<file path="config.mk">
export PLATFORM = sky130hd
export DESIGN_NAME = serial_adder
export DESIGN_NICKNAME = d
export VERILOG_FILES = /design/src/rtl/serial_adder_pkg.sv /design/src/rtl/serial_adder_full_adder.sv /design/src/rtl/serial_adder.sv
export SDC_FILE = /design/constraint.sdc
export NUM_CORES = 1
export LEC_CHECK = 0
export CORE_MARGIN = 10
export CORE_UTILIZATION = 56
export CTS_BUF_LIST = sky130_fd_sc_hd__clkbuf_4 sky130_fd_sc_hd__clkbuf_8
export CTS_CLUSTER_SIZE = 30
export DETAILED_ROUTE_END_ITERATION = 10
export PLACE_DENSITY = 0.87
export SLEW_MARGIN = 30
export SYNTH_ARGS = -nofsm -noshare
export SYNTH_HDL_FRONTEND = slang
export SYNTH_HIERARCHICAL = 1
export SYNTH_SLANG_ARGS = --single-unit
</file>
<file path="constraint.sdc">
create_clock -name clk -period 1.95 [get_ports clk]
set_input_delay 0.2925 -clock clk [delete_from_list [all_inputs] [get_ports clk]]
set_output_delay 0.2925 -clock clk [all_outputs]
set_load 0.005 [all_outputs]
</file>
<file path="src/rtl/serial_adder_pkg.sv">
// Shared types and helpers for the multi-cycle serial adder.
package serial_adder_pkg;

   typedef enum logic [1:0] {
      IDLE = 2'd0,
      RUN  = 2'd1,
      DONE = 2'd2
   } state_e;

   // Iteration counter width: ceil(log2(n)), never below one bit.
   function automatic int unsigned cnt_w(input int unsigned n);
      if (n <= 1) return 1;
      return $clog2(n);
   endfunction

endpackage

</file>
<file path="src/rtl/serial_adder_full_adder.sv">
// Single-bit full adder cell; the serial adder chains these into one slice.
module full_adder (
   input  logic a,
   input  logic b,
   input  logic cin,
   output logic sum,
   output logic carry
);

   assign sum   = a ^ b ^ cin;
   assign carry = (a & b) | (a & cin) | (b & cin);

endmodule

</file>
<file path="src/rtl/serial_adder.sv">
// Multi-cycle adder: a + b + cin summed BITS_PER_CYCLE bits per clock through a
// ripple slice of full_adder cells, carry held in a register between slices.
module serial_adder
   import serial_adder_pkg::*;
#(
   parameter int unsigned WIDTH          = 8,
   parameter int unsigned BITS_PER_CYCLE = 1
) (
   input  logic             clk,
   input  logic             rst_n,
   input  logic             in_valid,
   output logic             in_ready,
   input  logic [WIDTH-1:0] a,
   input  logic [WIDTH-1:0] b,
   input  logic             cin,
   output logic             out_valid,
   input  logic             out_ready,
   output logic [WIDTH-1:0] sum,
   output logic             carry,
   output logic             busy
);

   localparam int unsigned N  = WIDTH / BITS_PER_CYCLE;
   localparam int unsigned CW = cnt_w(N);

   // Configuration guard: the slice must tile the operand exactly.
   if (BITS_PER_CYCLE == 0 || (WIDTH % BITS_PER_CYCLE) != 0) begin : g_bad_cfg
      $error("serial_adder: BITS_PER_CYCLE must divide WIDTH");
   end

   state_e                    r_state;
   logic [CW-1:0]             r_cnt;
   logic [WIDTH-1:0]          r_a_q;
   logic [WIDTH-1:0]          r_b_q;
   logic                      r_carry_q;
   logic [WIDTH-1:0]          r_sum;
   logic                      r_carry;
   logic                      r_out_valid;
   logic                      r_in_ready;
   logic                      r_busy;

   logic [BITS_PER_CYCLE:0]   w_c;
   logic [BITS_PER_CYCLE-1:0] w_slice_sum;
   logic [WIDTH-1:0]          w_sum_next;

   // Ripple slice over the low bits of the operand shift registers.
   assign w_c[0] = r_carry_q;
   for (genvar i = 0; i < BITS_PER_CYCLE; i++) begin : g_slice
      full_adder u_fa (
         .a     (r_a_q[i]),
         .b     (r_b_q[i]),
         .cin   (w_c[i]),
         .sum   (w_slice_sum[i]),
         .carry (w_c[i+1])
      );
   end

   // Slice result enters at the MSB end while the sum register shifts right.
   if (WIDTH == BITS_PER_CYCLE) begin : g_sum_full
      assign w_sum_next = w_slice_sum;
   end else begin : g_sum_shift
      assign w_sum_next = {w_slice_sum, r_sum[WIDTH-1:BITS_PER_CYCLE]};
   end

   // FSM, iteration counter and shift registers.
   always_ff @(posedge clk) begin
      if (!rst_n) begin
         r_state     <= IDLE;
         r_cnt       <= '0;
         r_a_q       <= '0;
         r_b_q       <= '0;
         r_carry_q   <= 1'b0;
         r_sum       <= '0;
         r_carry     <= 1'b0;
         r_out_valid <= 1'b0;
         r_in_ready  <= 1'b0;
         r_busy      <= 1'b0;
      end else begin
         case (r_state)
            IDLE: begin
               r_in_ready <= 1'b1;
               if (in_valid && r_in_ready) begin
                  r_a_q      <= a;
                  r_b_q      <= b;
                  r_carry_q  <= cin;
                  r_cnt      <= '0;
                  r_state    <= RUN;
                  r_in_ready <= 1'b0;
                  r_busy     <= 1'b1;
               end
            end
            RUN: begin
               r_sum     <= w_sum_next;
               r_carry   <= w_c[BITS_PER_CYCLE];
               r_carry_q <= w_c[BITS_PER_CYCLE];
               r_a_q     <= r_a_q >> BITS_PER_CYCLE;
               r_b_q     <= r_b_q >> BITS_PER_CYCLE;
               // Hold the counter on the last slice so it never wraps.
               if (r_cnt == CW'(N - 1)) begin
                  r_state     <= DONE;
                  r_out_valid <= 1'b1;
               end else begin
                  r_cnt <= r_cnt + CW'(1);
               end
            end
            DONE: begin
               if (out_ready) begin
                  r_state     <= IDLE;
                  r_out_valid <= 1'b0;
                  r_busy      <= 1'b0;
                  r_in_ready  <= 1'b1;
               end
            end
            default: begin
               r_state     <= IDLE;
               r_out_valid <= 1'b0;
               r_busy      <= 1'b0;
               r_in_ready  <= 1'b0;
            end
         endcase
      end
   end

   assign in_ready  = r_in_ready;
   assign out_valid = r_out_valid;
   assign sum       = r_sum;
   assign carry     = r_carry;
   assign busy      = r_busy;

endmodule

</file>
# Word level (Yosys, flattened, before mapping)
# Index checks and enable logic that the tools add are counted.
# totals
register_bits	34
latch_bits	0
mem_bits_rw	0
rom_bits	0
in_bits	21
output_inout_bits	12
n_memories	0
# classes
addsub	1
n_mul	0
div_mod_pow	0
n_lt_le_gt_ge	0
n_eq_ne	7
n_shift	0
n_mux	21
bitwise_logic	9
reduce_logical	9
# op_table
cell	n
8-bit case mux with 2 select lines	2
8-bit 2-to-1 mux	2
3-bit AND reduction	4
1-bit case mux with 3 select lines	3
2-bit inequality test, second input constant	4
1-bit 2-to-1 mux	6
2-bit 2-to-1 mux	3
3-bit 2-to-1 mux	2
2-bit case mux with 3 select lines	1
3-bit case mux with 2 select lines	1
2-bit AND reduction	2
3-bit by 1-bit adder with 3-bit output, second input constant	1
1-bit AND	3
3-bit equality test, second input constant	1
2-bit by 1-bit equality test with 1-bit output, second input constant	1
2-bit equality test, second input constant	1
2-bit logical NOT	1
1-bit NOT	2
1-bit OR	2
1-bit case mux with 2 select lines	1
2-bit nonzero test	1
1-bit bitwise XOR	2
1-bit logical AND	1

# Logic depth before layout (Yosys ltp)
# logic_depth
word_depth	4
ltp_mapped	6
depth_no_buf	5

# By module
# Netlist, hierarchy kept.
# by_module_without_submodules
module	n_inst	cells_per_inst	area_per_inst_um2	seq_area_each_um2
serial_adder	1	176	1502.7	680.7
full_adder	1	1	20.0	0.0

# Worst setup path after synthesis
# No wires, ideal clock.
# synth_path
kind	reg-to-reg
start	reg r_state[0]
end	reg r_b_q[0]
setup_ns	0.088
arrival_time_ns	1.177
required_ns	1.862
setup_slack_ns	0.685
stages_incl_launch_ff	7
path_buffers	3
period_less_slack_ns	1.265
cell_sequence	dfxtp_1 > buf_6 > a21o_4 > and2_4 > buf_6 > buf_8 > a311oi_2
# synth_via
elab_chain_cells	3
word_cells_on_any_way	6
classes_between	eq/ne: 2; mux: 1; reduce/logical: 3
# synth_rtl
item	line_no	source
start, declared	serial_adder.sv:31	state_e r_state;
start signal, assigned	serial_adder.sv:68	r_state <= IDLE;
start signal, assigned	serial_adder.sv:87	r_state <= RUN;
start signal, assigned	serial_adder.sv:100	r_state <= DONE;
2-bit by 1-bit equality test with 1-bit output or 2-bit logical NOT (tied branches)	serial_adder.sv:79	case (r_state)
2-bit nonzero test (no line) or 2-bit inequality test (tied branches)	--	
2-bit AND reduction (no line)	--	
end signal, assigned	serial_adder.sv:97	r_b_q <= r_b_q >> BITS_PER_CYCLE;
end, declared	serial_adder.sv:34	logic [WIDTH-1:0] r_b_q;
# Parallel ways exist; a longest one is shown, timed or not.
# A chain may end at the register's enable or synchronous reset.

# Worst setup path after layout
# layout_path
start	reg r_in_ready (netlist: in_ready)
end	out in_ready
# layout_lines
item	line_no	source
start, declared	serial_adder.sv:39	logic r_in_ready;
start signal, assigned	serial_adder.sv:76	r_in_ready <= 1'b0;
start signal, assigned	serial_adder.sv:81	r_in_ready <= 1'b1;
start signal, assigned	serial_adder.sv:88	r_in_ready <= 1'b0;
end, declared	serial_adder.sv:12	output logic in_ready,
# No word-level cell between the ends.

==> reports/metrics.csv <==
stage,metric,value,unit
critical_path,crit_chain,clkdlybuf4s50_1,
drt,drtAntennaViolNets,0,
drt,route.vias.total,1356,
critical_path,slowest_delay,530,ps
critical_path,path_depth,1,
clocking,root_buffer,clkbuf_4,
yosys,synth_area_leaders,"dfxtp_1 45%, nand2_1 14%, a21oi_1 10%",
yosys,ys_ff_latch,34,
timing,max_freq,0.637,GHz
pwr,power,1.41,mW
floorplan,fp.dieH,72.1,um
yosys,seq_area_frac_synth,0.447,
clocking,clkTransAtPathRegs,100,ps
critical_path,worstPathBufferInverterCount,1,
drt,drt_iter0_drc,140,
floorplan,io_pins,33,
yosys,avgSynthCellArea,8.60,um^2
critical_path,required,1660,ps
critical_path,worst_setup_path_end_kind,output pin,
clocking,clock-sinks,34,
yosys,synth_edf_count,0,
place,dp_hpwl,2520,um
yosys,ys_types,27,
timing,fin_crit_sh,0.805,
timing,hold_viol,0,
clocking,cts_max_path_buffers,2,
floorplan,die_w,72.1,um
clocking,cts_max_level,2,
run_status,status,finished clean,
pwr,ir_worst_vdd,0.644,mV
clocking,ctsResizeCount,0,
yosys,yosys.area.top_type,dfxtp_1,
run,drv_cap,0,
place,io_buffers,32,
place,dp_slack,292,ps
drt,post_drt_via_cell_ratio,5.72,
finish,fin_area,1880,um^2
drt,first_pass_iters,5,
drt,totalWireLength,3390,um
finish,layout-drive-gt1-share,0.116,
timing,setup_violations,0,
pwr,p_per_area,753,nW/um^2
place,globalplace.congestion,0.775,
clocking,cts_buffers,5,
critical_path,critPathCapture,in_ready,
grt,grt_max_degree,20,
timing,rsz0062_at_grt,false,
grt,grt_pass1_vias,1382,
floorplan,start_util,0.598,
critical_path,reg2reg_to,r_a_q[3],
yosys,syn_nets,201,
yosys,yosys_warnings,6,
worst_hold_path,hp-class,flip-flop to flip-flop,
critical_path,setup.worst_path.start_class,flip-flop,
clocking,post-cts-setup-buffers,0,
finish,nFillCells,188,
drt,wire_per_inst,14.3,um
critical_path,arrival,1280,ps
floorplan,dieArea,5200,um^2
timing,fin_hold_ws,460,ps
grt,overflow,0,
critical_path,path_delay_family,buffers and inverters,
finish,final_util,0.738,
finish,layout.nets,231,
grt,grt_pass1_wl,5750,um
floorplan,core-area,2540,um^2
finish,synthToLayoutAreaGrowth,23.4,%
critical_path,r2r_setup_slack,510,ps
critical_path,rr_startpoint,r_state[0],
clocking,clk_latency,320,ps
pwr,p_leak,0.676,nW
floorplan,rows,18,
timing,period_minus_slack,1570,ps
timing,worstMarginPinSlew,315,ps
yosys,yosysTopAreaCellShare,0.447,
clocking,cts_hold_buf,0,
drt,drc,0,
timing,skew,7.34,ps
critical_path,crit_fanout,5,
yosys,syn-cell-area,1520,um^2
critical_path,crit_path_start,in_ready,
yosys,synth_ff_type,dfxtp_1,
finish,diodes,0,
timing,slew_violations,0,
clocking,cts_tree,built,
critical_path,critPathKind,flip-flop to output pin,
grt,grtUsageTotal,0.131,
critical_path,reg2reg_depth,4,
yosys,syn-instance-count,177,
grt,grt_antenna_before_repair,0,
timing,setup_ws,381,ps
finish,fin_cells,237,
place,placedCellCount,230,
timing,setup_tns,0,ps
critical_path,cp_slowest_cell,clkdlybuf4s50_1,
place,place_area,1830,um^2
timing,max-slew-margin-rel,0.790,
yosys,ys_async_sr_fraction,0,
[cell usage after synthesis (all sizes together) (2+ instances only)]
library cell and n:
nand3 3, a21oi 31, inv 4, a311oi 16, o22ai 2, nand2 56
ha 2, buf 10, nand2b 2, dfxtp 34, clkbuf 5, a32oi 2
[report_power, final]
part | switching [mW] | internal, mW
registers | 0.0351 | 0.743
clock network | 0.216 | 0.164
logic | 0.128 | 0.128
[metal layers]
| layer | up-vias | share of wire | routed length (um) | track usage |
|---|---|---|---|---|
| met4 | 0 | 0.014 | 48 | 0.0602 |
| met5 | - | 0 | 0 | 0 |
| met1 | 631 | 0.43 | 1480 | 0.142 |
| met2 | 43 | 0.48 | 1640 | 0.219 |
| li1 | 676 | - | - | - |
| met3 | 6 | 0.067 | 229 | 0.0544 |
[how the worst min path moves through the flow]
| stage | from | endpoint | slack, ps | cells after the start |
|---|---|---|---|---|
| finish | carry | carry | 460 | 2 |
| detailed placement | carry | carry | 450 | 2 |
| global route | sum[4] | sum[3] | 500 | 2 |
| floorplan | rst_n | in_ready | 430 | 1 |
| global placement | sum[0] | sum[0] | 440 | 2 |
| CTS | carry | carry | 460 | 2 |
[kinds of logic (layout without fill, tap and decap cells)]
kind of cell	Yosys count	in the layout	share of synthesized area
adders and majority gates	3	3	0.0296
AOI/OAI and AO/OA	54	54	0.267
and+or+nand+nor	67	67	0.182
DFF	34	34	0.447
buffers and inverters	19	49	0.0748
[final cells by class]
cell class                      instances  area, um^2  area share
Timing Repair Buffer                   38         365       0.194
Sequential cell                        34         681       0.362
Inverter                                4        15.0     0.00799
Multi-Input combinational cell        124         728       0.387
Tap cell                               30        37.5      0.0200
Clock buffer                            7        52.6      0.0280
[flip-flops by register name (all words and copies together) (netlist names)]
name,flops
r_cnt,3
sum,8
in_ready,1
r_carry_q,1
r_b_q,8
out_valid,1
busy,1
r_state,2
carry,1
r_a_q,8
[tightest hold or removal path: stages (launching register included)]
cell,delay (ps)
dfxtp_1,320
nand2_1,50
a21oi_1,50
[placed cells by master, fill, tap and decap left out, types with 3 or more instances in the layout]
cell type        instances
dfxtp_1                 34
a21oi_1                 31
nand3_1                  3
inv_1                    3
clkdlybuf4s50_1         32
clkbuf_4                 7
buf_4                    6
nand2_1                 56
a311oi_2                 8
a311oi_1                 8
Power figures use the tool's default switching activity.
